### src/rtl/score_to_chars.sv
// Sequential binary-to-ASCII formatter: iterative double-dabble, one input bit per clock,
// with the last completed result held stable on chars/overflow for the text renderer.
module score_to_chars #(
  parameter int         DIGITS        = 4,
  parameter int         BIN_W         = 14,
  parameter bit         LEADING_ZEROS = 1'b0,
  parameter logic [7:0] PAD_CHAR      = 8'h20
) (
  input  logic                   clk,
  input  logic                   rst,
  input  logic [BIN_W-1:0]       value_in,
  input  logic                   start,
  output logic                   busy,
  output logic                   done,
  output logic                   overflow,
  output logic [DIGITS-1:0][7:0] chars
);

  localparam int         BCD_W  = 4 * DIGITS;
  localparam int         CNT_W  = (BIN_W > 1) ? $clog2(BIN_W) : 1;
  localparam logic [63:0] LIMIT = 64'(10 ** DIGITS);
  localparam logic [63:0] SPAN  = 64'd1 << BIN_W;
  // The range compare is only meaningful when the input can actually exceed the display.
  localparam bit         DO_CMP = (LIMIT < SPAN);

  typedef enum logic [1:0] {IDLE, SHIFT, LOAD} state_t;

  state_t             state_r;
  logic [BIN_W-1:0]   bin_r;
  logic [BCD_W-1:0]   bcd_r;
  logic [CNT_W-1:0]   cnt_r;
  logic               sticky_r;
  logic [BCD_W-1:0]   adj_s;

  function automatic logic [BCD_W-1:0] add3(input logic [BCD_W-1:0] b);
    logic [BCD_W-1:0] r;
    r = b;
    for (int i = 0; i < DIGITS; i++) begin
      if (b[4*i +: 4] >= 4'd5) begin
        r[4*i +: 4] = b[4*i +: 4] + 4'd3;
      end else begin
        r[4*i +: 4] = b[4*i +: 4];
      end
    end
    return r;
  endfunction

  // chars[0] is the most significant digit; blanking stops at the first nonzero digit
  // and the least significant position always shows a digit.
  function automatic logic [DIGITS-1:0][7:0] fmt_chars(input logic [BCD_W-1:0] bcd,
                                                        input logic ovf);
    logic [DIGITS-1:0][7:0] c;
    logic                   lead;
    logic [3:0]             nib;
    c    = '0;
    lead = 1'b1;
    for (int i = 0; i < DIGITS; i++) begin
      nib = bcd[4*(DIGITS-1-i) +: 4];
      if (ovf) begin
        c[i] = 8'h39;
      end else if (!LEADING_ZEROS && lead && (nib == 4'd0) && (i != DIGITS - 1)) begin
        c[i] = PAD_CHAR;
      end else begin
        c[i] = {4'h3, nib};
        lead = 1'b0;
      end
    end
    return c;
  endfunction

  // Decimal-adjust step applied before every shift.
  always_comb begin
    adj_s = add3(bcd_r);
  end

  // Conversion FSM with registered outputs.
  always_ff @(posedge clk) begin
    if (rst) begin
      state_r  <= IDLE;
      bin_r    <= '0;
      bcd_r    <= '0;
      cnt_r    <= '0;
      sticky_r <= 1'b0;
      busy     <= 1'b0;
      done     <= 1'b0;
      overflow <= 1'b0;
      chars    <= fmt_chars({BCD_W{1'b0}}, 1'b0);
    end else begin
      done <= 1'b0;
      case (state_r)
        IDLE: begin
          if (start) begin
            bin_r    <= value_in;
            bcd_r    <= '0;
            cnt_r    <= CNT_W'(BIN_W - 1);
            sticky_r <= DO_CMP && (64'(value_in) >= LIMIT);
            busy     <= 1'b1;
            state_r  <= SHIFT;
          end else begin
            state_r  <= IDLE;
          end
        end
        SHIFT: begin
          // Bits leaving the top of the BCD register mean the value does not fit.
          bcd_r    <= {adj_s[BCD_W-2:0], bin_r[BIN_W-1]};
          bin_r    <= {bin_r[BIN_W-2:0], 1'b0};
          sticky_r <= sticky_r | adj_s[BCD_W-1];
          cnt_r    <= cnt_r - CNT_W'(1);
          if (cnt_r == '0) begin
            state_r <= LOAD;
          end else begin
            state_r <= SHIFT;
          end
        end
        LOAD: begin
          chars    <= fmt_chars(bcd_r, sticky_r);
          overflow <= sticky_r;
          done     <= 1'b1;
          busy     <= 1'b0;
          state_r  <= IDLE;
        end
        default: begin
          busy    <= 1'b0;
          state_r <= IDLE;
        end
      endcase
    end
  end

endmodule

### config.mk
export PLATFORM = sky130hd
export DESIGN_NAME = score_to_chars
export DESIGN_NICKNAME = d
export VERILOG_FILES = /design/src/rtl/score_to_chars.sv
export SDC_FILE = /design/constraint.sdc
export NUM_CORES = 1
export LEC_CHECK = 0
export CORE_MARGIN = 8
export CORE_UTILIZATION = 25
export CTS_BUF_LIST = sky130_fd_sc_hd__clkbuf_4
export CTS_CLUSTER_DIAMETER = 50
export CTS_CLUSTER_SIZE = 20
export DETAILED_ROUTE_END_ITERATION = 10
export PLACE_DENSITY = 0.44
export SYNTH_ARGS = -nofsm -noshare
export SYNTH_HDL_FRONTEND = slang
export SYNTH_SLANG_ARGS = --single-unit
export TNS_END_PERCENT = 20
### constraint.sdc
create_clock -name clk -period 1.7 [get_ports clk]
set_input_delay 0.255 -clock clk [delete_from_list [all_inputs] [get_ports clk]]
set_output_delay 0.255 -clock clk [all_outputs]
set_load 0.05 [all_outputs]
==> results.md <==
* Status: finished, final reports clean
* Most frequent cells in the layout: dfxtp_1, buf_4, nand2_1
* Most common cell after layout, fill and taps aside: dfxtp_1
* Worst-path maximum fanout at 5
* Initial DRC count at 92
* Worst-Skew Late Latency at 0.41 ns
* Vias in the first global route at 2472
* DR WL/cell at 14.1 um
* Hold-critical path depth at 3
* Postcts setup bufs at 0
* CTS Buffer Depth at 2
* Num CTS Buffers at 9
* Clock sinks at 59
* Max Clock Freq at 622 MHz
* Antenna viol nets, final at 0
* Hpwl dp at 5.29 mm
* RSZ-0062 raised after global routing: no
* Pre-antenna DRT Iters at 4
* Clock Skew at 0.0139 ns
* Tcrit/Tclk final at 94.6%
* Worst Reg-to-Reg Cells at 6
* Area of the mapped netlist at 0.00285 mm^2
* Reg area at 0.00118 mm^2
* Worst Path Required at 2.02 ns
* Final hold viol count at 0
* Chip height at 123 um
* Worst-path clk slew at 0.12 ns
* Startpoint Class: flop
* Post-synth EDFFs at 0
* Via/cell ratio at 4.62
* CTS tree: built
* H-tree depth at 3
* Initial antenna violation count at 0
* Synth Instances at 331
* Core area at 0.0113 mm^2
* Worst Setup Path Type: reg -> reg
* Ys flop type: dfxtp_1
* Layout area overhead at 25.2%
* Min-delay worst type: in -> reg
* Type of destination of the critical path: flop
* Routed vias at 2447
* Max Cap Viol at 0
* Worst VDD drop at 0.384 mV
* Yosys cell types at 48
* CP arrival at 1.93 ns
* Filler instances at 1194
* Die Span X at 123 um
* Total gr overflow at 0
* Setup violators final at 0
* Max Transition Viols Final at 0
* Ports at 52
* Post-cts resize count at 0
* Core Util, Final at 31.6%
* DRC Markers at 0
* Port bufs at 38
* Ranking of synthesized cells by area: dfxtp_1, buf_4, a21oi_1
* Layout cells sized above 1 at 20.4%
* Detailed Route WL at 7.48 mm
* Largest net degree at the start of global routing at 39
* Max stage delay cell, worst path: dfxtp_1
* Die area at 0.0151 mm^2
* Rows at 39
* Post-synth ARST share at 0%
* FF+latch count, synth at 59
* Final min period at 1.61 ns
* Fin worst setup slack at 0.0925 ns
* Power density cells at 898 mW/mm^2
* N_diodes at 0
* Initial Util at 25.3%
* Area of the multi-input gates at 0.00147 mm^2
* Leak at 1.42 nW
* Finished Layout Cells at 530
* Yosys warns at 0
* Top-area cell type share of the netlist area at 41.5%
* Placed cells at 514
* Gr usage total at 10.4%
* CTS Root Cell: clkbuf_4
* Final Power at 3.20 mW
* Nets at 410
* CTS Hold Bufs at 0
* Sequential share of the synthesized area at 41.5%
* First-pass GRT wire length at 12.2 mm
* DP Worst Slack at -0.140 ns
* Syn Area/Cell at 8.61 um^2
* GPL Wtd Cong at 0.780
* Slowest stage delay, CP at 0.41 ns
* Crit-path cells: inv_1 > ha_1 > nand2b_1 > a21oi_1 > mux2i_1 > a22o_1
* Synth area leader: dfxtp_1
-- path summary, 6_finish.rpt --
kind          startpoint   endpoint  slack, ns
max             bcd_r[9]  bcd_r[10]       0.09
max reg2reg     bcd_r[9]  bcd_r[10]       0.09
min          value_in[1]   bin_r[1]       0.42
min reg2reg    chars[10]  chars[10]       0.46
-- cell type report --
cell class              count  share of cell area, %
multi-input cells         238                   41.2
flip-flops and latches     59                   33.1
repair buffers             62                   14.9
well taps                 143                   5.02
clock inverters             7                   2.56
clock buffers               9                   1.89
inverters                  12                   1.26
-- sequential cells by signal, summed over array words and instances, names as in the netlist --
| register | count |
|---|---|
| bcd_r | 16 |
| bin_r | 14 |
| busy | 1 |
| chars | 19 |
| cnt_r | 4 |
| done | 1 |
| overflow | 1 |
| state_r | 2 |
| sticky_r | 1 |
-- metrics by stage --
stage | cell area, um^2 | TNS [ns] | hold WS (ns)
after floorplan | 2890 | 0 | 0.417
after global placement | 3400 | -0.129 | 0.447
after detailed placement | 3400 | -0.140 | 0.445
after CTS | 3550 | 0 | 0.395
after global routing | 3570 | 0 | 0.403
final | 3570 | 0 | 0.419
-- cells in the mapped netlist, types with 8 or more instances --
cell,n
nor3_1,20
nor2_1,30
dfxtp_1,59
a21oi_1,28
buf_4,19
ha_1,11
nand2_1,33
a311oi_1,10
o21ai_0,12
a22o_1,8
inv_1,11
-- per-layer routing --
metal | vias up | wire length [um] | global-route usage (%)
met3 | 8 | 270 | 2.90
met4 | 0 | 112 | 5.03
met5 | - | 0 | 0
li1 | 1237 | - | -
met2 | 34 | 3500 | 16.3
met1 | 1168 | 3600 | 12.9
-- kinds of logic after synthesis --
group,Yosys count,share of synthesized area [%]
flops,59,41.5
other cells,2,0.264
fa+ha+maj,11,4.83
xor+xnor,6,1.84
simple gates,126,22.9
buf+inv,45,8.74
compound gates,78,18.6
mux,4,1.41
-- worst max-delay path: cells and delay by family (launching register included) --
family          cells  cell delay [ns]
compound gates      2             0.51
flops               1             0.41
fa+ha+maj           1             0.19
buf+inv             1             0.14
simple gates        1             0.13
mux                 1             0.13
-- power breakdown --
group,switching [mW],leakage [nW],internal [mW],total (mW)
combinational,0.339,0.855,0.197,0.536
clock,0.573,0.0877,0.594,1.17
sequential,0.0491,0.481,1.45,1.50
No activity file was read; power rests on OpenSTA's default activity.
